$ cat config.mk
export PLATFORM = sky130hd
export DESIGN_NAME = dac_spi_sequencer
export DESIGN_NICKNAME = d
export VERILOG_FILES = /design/src/rtl/dac_spi_sequencer.sv
export SDC_FILE = /design/constraint.sdc
export NUM_CORES = 1
export LEC_CHECK = 0
export ABC_AREA = 1
export CAP_MARGIN = 20
export CORE_UTILIZATION = 33
export DETAILED_ROUTE_END_ITERATION = 10
export RECOVER_POWER = 100
export SLEW_MARGIN = 25
export SYNTH_ARGS = -nofsm -noshare
export SYNTH_HDL_FRONTEND = slang
export SYNTH_SLANG_ARGS = --single-unit
$ cat constraint.sdc
create_clock -name clk -period 1.5 [get_ports clk]
set_clock_uncertainty 0.2 [all_clocks]
set_input_delay 0.225 -clock clk [delete_from_list [all_inputs] [get_ports clk]]
set_output_delay 0.225 -clock clk [all_outputs]
set_load 0.005 [all_outputs]
$ cat src/rtl/dac_spi_sequencer.sv
// Serialises one offset-binary sample per frame into a 16-bit SPI word for a 12-bit DAC.
// Frame layout: {2'b00, pd[1:0], sample left-justified in 12 bits}, MSB first, sampled on sclk falling edge.
module dac_spi_sequencer #(
    parameter int DATA_W   = 8,
    parameter int CLK_DIV  = 4,
    parameter int HOLD_CYC = 4
) (
    input  logic              clk,
    input  logic              rst_n,
    input  logic [DATA_W-1:0] in_data,
    input  logic [1:0]        in_pd,
    input  logic              in_valid,
    output logic              in_ready,
    output logic              cs_n,
    output logic              sclk,
    output logic              sdata,
    output logic              frame_done,
    output logic              busy
);

    localparam int DIV_W  = (CLK_DIV > 1) ? $clog2(CLK_DIV) : 1;
    localparam int HOLD_W = (HOLD_CYC > 2) ? $clog2(HOLD_CYC) : 1;
    localparam logic [DIV_W-1:0]  DIV_LAST  = DIV_W'(CLK_DIV - 1);
    localparam logic [HOLD_W-1:0] HOLD_LAST = HOLD_W'((HOLD_CYC >= 2) ? HOLD_CYC - 2 : 0);

    typedef enum logic [1:0] {
        IDLE  = 2'd0,
        SHIFT = 2'd1,
        HOLD  = 2'd2
    } state_t;

    state_t              state_q, state_d;
    logic [DIV_W-1:0]    div_q, div_d;
    logic [3:0]          bit_q, bit_d;
    logic [15:0]         shreg_q, shreg_d;
    logic [HOLD_W-1:0]   hold_q, hold_d;
    logic                cs_n_q, cs_n_d;
    logic                sclk_q, sclk_d;
    logic                sdata_q, sdata_d;
    logic                frame_done_q, frame_done_d;
    logic                in_ready_q, in_ready_d;
    logic [11:0]         field;
    logic [15:0]         word;

    always_comb begin
        field = 12'(in_data) << (12 - DATA_W);
        word  = {2'b00, in_pd, field};
    end

    always_comb begin
        state_d      = state_q;
        div_d        = div_q;
        bit_d        = bit_q;
        shreg_d      = shreg_q;
        hold_d       = hold_q;
        cs_n_d       = cs_n_q;
        sclk_d       = sclk_q;
        sdata_d      = sdata_q;
        in_ready_d   = in_ready_q;
        frame_done_d = 1'b0;

        case (state_q)
            IDLE: begin
                in_ready_d = 1'b1;
                cs_n_d     = 1'b1;
                sclk_d     = 1'b1;
                sdata_d    = 1'b0;
                if (in_valid && in_ready_q) begin
                    state_d    = SHIFT;
                    in_ready_d = 1'b0;
                    cs_n_d     = 1'b0;
                    shreg_d    = word;
                    sdata_d    = word[15];
                    div_d      = '0;
                    bit_d      = 4'd15;
                end
            end
            SHIFT: begin
                in_ready_d = 1'b0;
                if (div_q == DIV_LAST) begin
                    div_d = '0;
                    if (sclk_q) begin
                        sclk_d = 1'b0;
                    end else if (bit_q == 4'd0) begin
                        cs_n_d  = 1'b1;
                        sclk_d  = 1'b1;
                        sdata_d = 1'b0;
                        hold_d  = '0;
                        // The frame_done/IDLE cycle is the last cs_n-high cycle, so HOLD
                        // itself spans HOLD_CYC-1 cycles and vanishes when HOLD_CYC is 1.
                        if (HOLD_CYC > 1) begin
                            state_d = HOLD;
                        end else begin
                            state_d      = IDLE;
                            in_ready_d   = 1'b1;
                            frame_done_d = 1'b1;
                        end
                    end else begin
                        bit_d   = bit_q - 4'd1;
                        sclk_d  = 1'b1;
                        shreg_d = {shreg_q[14:0], 1'b0};
                        sdata_d = shreg_q[14];
                    end
                end else begin
                    div_d = div_q + DIV_W'(1);
                end
            end
            HOLD: begin
                in_ready_d = 1'b0;
                if (hold_q == HOLD_LAST) begin
                    state_d      = IDLE;
                    in_ready_d   = 1'b1;
                    frame_done_d = 1'b1;
                end else begin
                    hold_d = hold_q + HOLD_W'(1);
                end
            end
            default: begin
                state_d    = IDLE;
                cs_n_d     = 1'b1;
                sclk_d     = 1'b1;
                sdata_d    = 1'b0;
                in_ready_d = 1'b0;
            end
        endcase
    end

    always_ff @(posedge clk or negedge rst_n) begin
        if (!rst_n) begin
            state_q      <= IDLE;
            div_q        <= '0;
            bit_q        <= '0;
            shreg_q      <= '0;
            hold_q       <= '0;
            cs_n_q       <= 1'b1;
            sclk_q       <= 1'b1;
            sdata_q      <= 1'b0;
            frame_done_q <= 1'b0;
            in_ready_q   <= 1'b0;
        end else begin
            state_q      <= state_d;
            div_q        <= div_d;
            bit_q        <= bit_d;
            shreg_q      <= shreg_d;
            hold_q       <= hold_d;
            cs_n_q       <= cs_n_d;
            sclk_q       <= sclk_d;
            sdata_q      <= sdata_d;
            frame_done_q <= frame_done_d;
            in_ready_q   <= in_ready_d;
        end
    end

    assign in_ready   = in_ready_q;
    assign cs_n       = cs_n_q;
    assign sclk       = sclk_q;
    assign sdata      = sdata_q;
    assign frame_done = frame_done_q;
    assign busy       = (state_q != IDLE);

endmodule
======== After elaboration in Yosys (flattened, before gate mapping) ========
Index checks and enable logic that the tools add are counted.
cells by class
  add/sub/neg operators ................... 3
  equality and inequality tests ........... 11
  mux-type cells .......................... 39
  bitwise logic cells ..................... 1
  reduce and logical (&&, ||, !) cells .... 13
operator list
  operator               count
  $mux W15               4
  $pmux W15 S2           1
  $mux W2                11
  $mux W4                4
  $reduce_and A5 Y1      3
  $ne A2 B2 Y1 const B   7
  $mux W1                11
  $pmux W2 S2            2
  $pmux W4 S2            1
  $eq A2 B2 Y1 const B   3
  $pmux W1 S2            3
  $pmux W2 S3            1
  $reduce_bool A2 Y1     3
  $add A2 B1 Y2 const B  2
  $logic_not A4 Y1       1
  $reduce_and A2 Y1      2
  $reduce_and A4 Y1      1
  $sub A4 B1 Y4 const B  1
  $pmux W1 S3            1
  $reduce_and A3 Y1      1
  $eq A2 B1 Y1 const B   1
  $logic_not A2 Y1       1
  $logic_and A1 B1 Y1    1
  $not A1 Y1             1
storage, ports and cells
  flip-flop bits (word level) ............. 30
  input bits .............................. 13
  output and inout bits ................... 6
  word-level logic and storage cells ...... 77

======== Logic depth before layout (Yosys ltp) ========
  depth after elaboration ................. 5
  mapped depth ............................ 9
  mapped depth without buffers ............ 8

======== Worst setup path before layout ========
OpenSTA, ideal clock, no wires.
  path kind ............................... reg2reg
  start point ............................. reg bit_q[0]
  end point ............................... reg bit_q[1]
  library setup time ...................... 0.116 ns
  arrival ................................. 1.195 ns
  required time ........................... 1.184 ns
  slack ................................... -0.011 ns
  stages on the path, launching flop included .. 10
  buffers on the path ..................... 1
  clock period less this slack ............ 1.511 ns
  path through ............................ dfrtp_1 > inv_1 > ha_1 > nand3_1 > nand2_4 > nand2_4 > nand2_4 > buf_6 > nand2_1 > nand2_1
between the ends
  cells in the longest elaborated chain, start to end .. 5
  elaborated cells between the ends (all ways) .. 8
  those cells by class .................... add/sub: 1; eq/ne: 1; mux: 4; reduce/logical: 2
ends and longest elaborated chain
  item                    line  text
  from (decl)             34    logic [3:0] bit_q, bit_d;
  from (signal assigned)  143   bit_q <= bit_d;
  $sub A4 B1 Y4           99    bit_d = bit_q - 4'd1;
  $mux W4                 84    end else if (bit_q == 4'd0) begin
  $mux W4                 82    if (sclk_q) begin
  $mux W4                 80    if (div_q == DIV_LAST) begin
  $pmux W4 S2             62    case (state_q)
Several ways; a longest one is shown, not always the timed one. The select of a mux whose other input is x is not followed.
A chain may end at the register's enable or synchronous reset.

======== Final worst setup path ========
  start point ............................. reg state_q[0]
  end point ............................... reg shreg_q[4]
between the ends
  cells in the longest elaborated chain, start to end .. 3
  elaborated cells between the ends (all ways) .. 9
  those cells by class .................... eq/ne: 5; mux: 1; reduce/logical: 3
ends and longest elaborated chain
  item                                                          line  text
  from (decl)                                                   32    state_t state_q, state_d;
  from (signal assigned)                                        141   state_q <= state_d;
  $eq A2 B1 Y1 or $logic_not A2 Y1 (tied branches)              62
  $ne A2 B2 Y1 (no line) or $reduce_bool A2 Y1 (tied branches)  n/a
  $reduce_and A5 Y1 (no line)                                   n/a
  to (signal assigned)                                          144   shreg_q <= shreg_d;
  to (decl)                                                     35    logic [15:0] shreg_q, shreg_d;
Several ways; a longest one is shown, not always the timed one.

==> results.json <==
{
  "start_util_pct": 34.3,
  "area_delta_synth_final_pct": 44.4,
  "post-dp-hpwl_um": 2040,
  "ys_types": 20,
  "io_pins": 19,
  "grt_pass1_vias": 1116,
  "ant_nets": 0,
  "layout-drive-gt1-share_pct": 27.9,
  "clockRootBuffer": "clkbuf_8",
  "clkSinkCount": 26,
  "tns_ns": 0,
  "hold_viol": 0,
  "portBuffers": 18,
  "insertion_delay_ns": 0.27,
  "drc_errors": 0,
  "arrival_ns": 1.43,
  "fp-row-count": 23,
  "cts-htree-levels": 1,
  "grt_max_degree": 27,
  "synth_seq_cells": 26,
  "cts_made_buffers": 3,
  "slew_headroom_pct": 57.1,
  "outcome": "complete, no violations",
  "via_per_inst": 4.48,
  "wl_per_cell_um": 10.7,
  "grtUsageTotal_pct": 14.7,
  "die_h_um": 66.3,
  "firstDrtPassIters": 4,
  "nFillCells": 389,
  "finalSetupViolations": 0,
  "nNetsFinal": 239,
  "finalWeightedCongestion": 0.709,
  "maxCapViolCount": 0,
  "cp-end-kind": "flop",
  "seq_area_frac_synth_pct": 47.9,
  "vdd_drop_max_uv": 884,
  "grt_overflow": 0,
  "hp-class": "flop to flop",
  "fp.dieW_um": 66.3,
  "core_sq_mm": 0.00397,
  "dp_cells": 259,
  "synth_warnings": 0,
  "synth_area_per_cell_sq_um": 7.79,
  "post_layout_nonfiller_instances": 272,
  "fin_ws_ns": 0.0381,
  "cts_tree": "done",
  "place_ws_ns": -0.0484,
  "clk_pin_slew_ns": 0.09,
  "rsz0062_at_grt": "yes",
  "via_count": 1219,
  "grt_first_pass_wirelength_um": 4920,
  "syn-num-nets": 191,
  "drt_iter0_drc": 60,
  "fin_crit_ns": 1.46,
  "path_max_fanout": 5,
  "wirelength_um": 2920,
  "leakage_nw": 1.04,
  "cts_buffer_depth": 2,
  "fin_crit_sh_pct": 97.5,
  "die_area_sq_mm": 0.00439,
  "cp.required_ns": 1.47,
  "synth_area_sq_mm": 0.00136,
  "antenna_cells": 0,
  "max_freq_ghz": 0.684,
  "syn_inst": 175,
  "powerDensity_mw_per_mm2": 2380,
  "finalMaxSlewViolations": 0,
  "grt_antenna_before_repair": 0,
  "tightestPinTransition_ns": 0.644,
  "critPathKind": "flop to flop",
  "multi_input_area_sq_um": 714,
  "startpoint_type": "flop",
  "seqCellArea_sq_um": 654
}
[where the power goes]
group / total (mW) / switching [mW] / internal [mW]
Combinational: 3.13 / 1.70 / 1.44
Clock: 0.406 / 0.216 / 0.190
Sequential: 1.14 / 0.148 / 0.993
[per-layer routing]
metal  wire length (um)  global-route usage, %  up-vias  part of all wire, %
met5                  0                      0        -                    0
met4                  0                   4.79        0                    0
met3                 43                   1.55        0                  1.5
met2               1460                   24.7       14                   50
met1               1410                   19.4      558                   48
li1                   -                      -      647                    -
[cell usage after synthesis]
cell	n	area, sq um
buf_2	1	5.00
buf_4	3	22.5
buf_6	1	11.3
dfrtp_1	24	601
dfstp_2	2	52.6
ha_1	3	37.5
inv_1	11	41.3
inv_2	1	3.75
inv_6	1	8.76
nand2_1	84	315
nand2_4	4	45.0
nand3_1	26	130
nand3_2	1	10.0
nand3b_1	2	15.0
nand4_1	1	6.26
nor2_1	4	15.0
nor2_2	1	6.26
o21ai_0	3	15.0
o21ai_4	1	16.3
or2_2	1	6.26
[layout by cell type, fill, tap and decap left out]
cell type        synthesis  routed
o21ai_4                  1       1
dlygate4sd2_1            0       5
ha_1                     3       1
inv_8                    0       1
or2_2                    1       1
buf_6                    1       8
nor2_2                   1       1
nand2_2                  0       5
inv_1                   11       8
dfrtp_1                 24      23
nand3_1                 26      22
inv_4                    0       1
clkdlybuf4s50_1          0      11
buf_4                    3      21
nand3_2                  1       4
nand2_8                  0       3
inv_6                    1       1
nor2_1                   4       3
ha_4                     0       1
nor2_4                   0       1
dlymetal6s2s_1           0       1
clkbuf_2                 0       1
ha_2                     0       1
o21ai_0                  3       3
dfstp_2                  2       2
nand2_1                 84      78
nand3_4                  0       1
clkbuf_8                 0       3
nand2_4                  4       2
nand3b_1                 2       2
inv_2                    1       2
clkbuf_1                 0       1
dlygate4sd3_1            0       1
dfrtp_2                  0       1
nand4_1                  1       1
[cell type report]
cell class                      instances  share of cell area [%]
Multi-Input combinational cell        131                    36.3
Sequential cell                        26                    33.2
Timing Repair Buffer                   48                    21.8
Inverter                               13                    3.24
Tap cell                               50                    3.18
Clock buffer                            4                    2.29
[kinds of logic (layout without fill, tap and decap cells)]
kind of cell / after synthesis / count (layout) / synth area share (%)
compound gates: 4 / 4 / 2.29
fa+ha+maj: 3 / 3 / 2.75
buf+inv: 18 / 65 / 6.79
flops: 26 / 26 / 47.9
simple gates: 124 / 124 / 40.3
[worst paths after layout]
check | start | endpoint | slack (ns) | depth (start not counted)
max | state_q[0]$_DFFE_PN0P_ | shreg_q[4]$_DFFE_PN0P_ | 0.04 | 8
min | shreg_q[6]$_DFFE_PN0P_ | shreg_q[6]$_DFFE_PN0P_ | 0.28 | 2
max reg2reg | state_q[0]$_DFFE_PN0P_ | shreg_q[4]$_DFFE_PN0P_ | 0.04 | 8
min reg2reg | shreg_q[6]$_DFFE_PN0P_ | shreg_q[6]$_DFFE_PN0P_ | 0.28 | 2
max in group asynchronous | rst_n | state_q[0]$_DFFE_PN0P_ | 0.34 | 2
min in group asynchronous | rst_n | bit_q[1]$_DFFE_PN0P_ | 0.31 | 2
[what timing repair did]
item	CTS	global route
buffers inserted	7	2
endpoints found under the setup margin	20	21
gates resized for setup	15	26
pin swaps	4	5
hold buffers	0	0
[metrics by stage]
stage	utilization, %	hold slack [ns]	area [sq um]	total power, mW
final	49.6	0.278	1970	4.68
after global routing	49.6	0.313	1970	5.10
after CTS	47.3	0.106	1880	4.38
after detailed placement	43.9	0.259	1740	3.68
after global placement	43.9	0.257	1740	3.66
after floorplan	-	-0.271	1370	2.80
[sequential cells by signal, summed over array words and instances (netlist names)]
name,cells
state_q,2
frame_done,1
div_q,2
sclk,1
shreg_q,11
cs_n,1
bit_q,4
sdata,1
in_ready,1
hold_q,2
[critical path: stages, from the launching register on]
cell and delay (ns):
dfrtp_2 0.43, buf_6 0.14, nand2_8 0.09, inv_8 0.05, nand2_4 0.10, nand2_8 0.08
buf_4 0.14, nand3b_1 0.08, nand2_1 0.05
Power figures use the tool's default switching activity.
